[config.mk]
export PLATFORM = sky130hd
export DESIGN_NAME = cpu_sequencer
export DESIGN_NICKNAME = d
export VERILOG_FILES = /design/src/rtl/cpu_sequencer.sv
export SDC_FILE = /design/constraint.sdc
export NUM_CORES = 1
export LEC_CHECK = 0
export CAP_MARGIN = 25
export CORE_ASPECT_RATIO = 0.6
export CORE_MARGIN = 1.5
export CORE_UTILIZATION = 50
export DETAILED_ROUTE_END_ITERATION = 7
export DONT_BUFFER_PORTS = 1
export GPL_TIMING_DRIVEN = 0
export PLACE_DENSITY = 0.66
export SLEW_MARGIN = 30
export SYNTH_ARGS = -nofsm -noshare
export SYNTH_HDL_FRONTEND = slang
export SYNTH_SLANG_ARGS = --single-unit
[constraint.sdc]
create_clock -name clk -period 1.81 [get_ports clk]
set_clock_uncertainty 0.1 [all_clocks]
set_input_delay 0.4525 -clock clk [delete_from_list [all_inputs] [get_ports clk]]
set_output_delay 0.4525 -clock clk [all_outputs]
set_load 0.05 [all_outputs]
[src/rtl/cpu_sequencer.sv]
// Cycle sequencer: one-hot phase generation, skip flip-flop and
// retired-instruction counter between the IR/ALU flags and control decode.
module cpu_sequencer #(
  parameter logic [15:0] EXEC2_MASK = 16'h0000,
  parameter logic [3:0]  STP_OPC    = 4'h7,
  parameter logic [3:0]  SKIP_OPC   = 4'hB,
  parameter int          CNT_W      = 16
) (
  input  logic             clk,
  input  logic             rst_n,
  input  logic             start,
  input  logic             step_mode,
  input  logic             mem_ready,
  input  logic [3:0]       C,
  input  logic             EQ,
  output logic [2:0]       Q,
  output logic             skipff,
  output logic             halted,
  output logic             idle,
  output logic [CNT_W-1:0] instr_count
);

  typedef enum logic [2:0] {
    S_IDLE  = 3'd0,
    S_FETCH = 3'd1,
    S_EXEC1 = 3'd2,
    S_EXEC2 = 3'd3,
    S_HALT  = 3'd4
  } state_t;

  state_t state;
  state_t state_nx;

  logic is_stp;
  logic is_skip;
  logic needs_ex2;
  logic sel_skip;
  logic sel_stp;
  logic sel_ex2;
  logic end_state;

  assign is_stp    = (C == STP_OPC);
  assign is_skip   = (C == SKIP_OPC);
  assign needs_ex2 = EXEC2_MASK[C];

  // EXEC1 exit priority flattened into exclusive selects
  assign sel_skip = skipff;
  assign sel_stp  = ~skipff & is_stp;
  assign sel_ex2  = ~skipff & ~is_stp & needs_ex2;

  assign end_state = step_mode;

  always_comb begin
    state_nx = state;
    unique case (state)
      S_IDLE: begin
        if (start) state_nx = S_FETCH;
      end
      S_FETCH: begin
        if (mem_ready) state_nx = S_EXEC1;
      end
      S_EXEC1: begin
        unique case (1'b1)
          sel_skip: state_nx = S_FETCH;
          sel_stp:  state_nx = S_HALT;
          sel_ex2:  state_nx = S_EXEC2;
          default:  state_nx = end_state ? S_IDLE
                                         : S_FETCH;
        endcase
      end
      S_EXEC2: begin
        state_nx = end_state ? S_IDLE : S_FETCH;
      end
      S_HALT: begin
        if (start) state_nx = S_FETCH;
      end
      default: state_nx = S_IDLE;
    endcase
  end

  // Outputs are registered from the next state so they track state exactly
  always_ff @(posedge clk or negedge rst_n) begin
    if (!rst_n) begin
      state       <= S_IDLE;
      Q           <= 3'b000;
      idle        <= 1'b1;
      halted      <= 1'b0;
      skipff      <= 1'b0;
      instr_count <= '0;
    end else begin
      state  <= state_nx;
      Q      <= {state_nx == S_FETCH,
                 state_nx == S_EXEC2,
                 state_nx == S_EXEC1};
      idle   <= (state_nx == S_IDLE);
      halted <= (state_nx == S_HALT);
      if (state == S_EXEC1) begin
        skipff      <= is_skip & EQ & ~skipff;
        instr_count <= instr_count + CNT_W'(1);
      end
    end
  end

endmodule

==> qor.txt <==
Initial drt markers - 21
Util after Layout - 0.5711
Max-cap violations - 0
Number of post-CTS setup repair buffers - 0
Seq/Total Area, Yosys - 0.5567
Chip Height - 39.76 µm
Final worst slack - 85.48 ps
Worst-path clk slew - 90 ps
Cells after Synth - 94
Gpl congestion - 0.7533
Worst slew pin tran - 680.8 ps
GR Overflow Total - 0
# diodes - 0
Crit. End Element - register
Total wire length - 1702 µm
All-Layer GR Usage - 0.1547
DRT Pass-1 Iters - 2
RSZ-0062 raised after global routing - no
Share of cells above drive strength 1 - 0.2121
Synth Area in Compound Gates - 0.04222
Met2 WL - 711 µm
Met1 Wirelength - 848 µm
Critical Path AT - 1820 ps
Worst slew margin - 0.5461
Top FF cell, synth - dfrtp_1
Syn Nets - 105
Worst EP required - 1900 ps
Clock Latency Late Sink - 260 ps
Vias in the first global route - 569
H-tree Lvls - 1
Ys Warns - 0
Via-to-Cell Ratio - 5.225
First-pass GRT wire length - 2815 µm
Core box area - 2147 µm²
DR top layer - met4
Hold Slack - 54.79 ps
Final hold vios - 0
Synth-to-Final Area Change - 8.889%
Num CTS Buffers - 3
Post-DP HPWL - 1276 µm
Dpl ws - -75.39 ps
CTS tree - yes
Die Wd - 64.27 µm
Root buffer cell - clkbuf_8
Clk buf depth - 2
Largest net degree at the start of global routing - 26
IO Port Bufs - 0
Ys async rst share - 1.000
Largest family of logic cells by synthesized area - simple AND/OR/NAND/NOR gates
Fillcell total - 183
Lkg Pwr - 0.5679 nW
Worst setup SP type - register
Initial antenna violation count - 0
Max Freq - 579.9 MHz
Post-synth cell types - 31
Final cell count without fillers - 129
Simple logic cell fraction of the synthesized area - 0.2367
Peak VDD IR - 0.0008748 V
Routed Antenna Nets - 0
Met3 Wirelength - 129 µm
Total power - 1.649 mW
Vias after detailed routing - 674
Sink Count - 25
Proportion of synthesized area in mux cells - 0.01000
Synth Area in XOR/XNOR - 0.1167
Crit Path Class - register to register
Starting Density - 0.5245
EDFF count, synth - 0
Area of the mapped netlist - 1126 µm²
Io pins - 32
Final setup viols - 0
DR DRC count - 0
Adder-cell share of the synthesized area - 0.01111
DP Cell Count - 124
Minimum clock period - 1725 ps
Die area - 2555 µm²
FP Rows - 13
Seq cells post-synth - 25
Slew Viols, Final - 0
Hold WC Path Type - input port to asynchronous set/reset pin
WL/cell - 13.19 µm
Nets - 111
Worst-path fanout max - 6
Status - completed
Fin crit share - 0.9528
Avg Cell Area, Syn - 11.98 µm²
Pwr/cell area - 1345 nW/µm²
==> worst paths after layout <==
check / startpoint / to / slack [ps] / cells after the start
hold / removal: rst_n / Q[2] / 50 / 1
hold reg to reg: state[0] / halted / 480 / 1
setup / recovery: instr_count[3] / instr_count[15] / 90 / 3
min in group clk: C[0] / skipff / 250 / 2
max in group asynchronous: rst_n / instr_count[6] / 1170 / 1
setup reg to reg: instr_count[3] / instr_count[15] / 90 / 3
==> metal layers <==
layer / GRT usage / vias to the layer above
met4: 0.03191 / 0
met3: 0.08621 / 2
li1: - / 328
met5: 0 / -
met1: 0.2075 / 324
met2: 0.2161 / 20
==> synthesized netlist by cell type (2+ instances only) <==
library cell  instances  area, µm²
nor2_1               10      37.54
xor2_1                8      70.07
a21oi_1               3      15.01
nor3_1                2      10.01
nand3_1               2      10.01
nand4_1               2      12.51
nand2b_1              3      18.77
nand2_1               7      26.28
inv_1                 4      15.01
dfrtp_1              24      600.6
and3_1                2      12.51
xnor2_1               7      61.31
a21o_1                2      15.01
==> what timing repair did <==
item                                   in CTS  in global routing
resized for setup                           7                  0
hold buffers                                1                  0
endpoints found under the hold margin      25                  0
setup endpoints to repair                   5                  0
==> where the power goes <==
part           switching [mW]  internal (mW)  leakage, nW
combinational           0.126          0.122        0.225
sequential              0.409          0.672        0.321
clock                   0.165          0.156       0.0217
total                   0.700          0.950        0.568
==> sequential cells by signal, summed over array words and instances, names as in the netlist <==
register,cells
instr_count,16
Q,3
state,3
halted,1
idle,1
skipff,1
==> cells by family after synthesis <==
family / Yosys count
and+or+nand+nor: 38
DFF: 25
xor gates and xnor gates: 15
AOI/OAI and AO/OA: 8
buffers and inverters: 5
adders and majority gates: 1
other: 1
muxes: 1
==> layout make-up <==
type,count,area (µm²),area share
Tap cell,30,37.54,0.03061
Multi-Input combinational cell,64,473.0,0.3857
Sequential cell,25,635.6,0.5184
Timing Repair Buffer,1,5.005,0.004082
Clock buffer,3,41.29,0.03367
Clock inverter,1,7.507,0.006122
Inverter,4,15.01,0.01224
Buffer,1,11.26,0.009184
==> cells in the final DEF (no fill, tap or decap), types with 2 or more instances in the layout <==
master / n
xnor2_1: 7
nand2_1: 7
xor2_1: 8
dfrtp_2: 7
nand3_1: 2
nor2_1: 10
nand4_1: 2
nor3_1: 2
inv_1: 4
a21oi_1: 3
nand2b_1: 3
a21o_1: 2
dfrtp_1: 17
and3_1: 2
clkbuf_8: 3
==> critical path: stages, from the launching register on <==
cell	delay (ps)
dfrtp_1	790
nand4_4	270
nor4_4	330
xor2_1	170
==> metrics by stage <==
| stage | instance area, µm² | setup TNS (ps) |
|---|---|---|
| floorplan | 1126 | 0 |
| global placement | 1164 | -127.1 |
| global route | 1226 | 0 |
| detailed placement | 1164 | -161.7 |
| CTS | 1231 | 0 |
| finish | 1226 | 0 |
(Power assumes the default switching activity.)
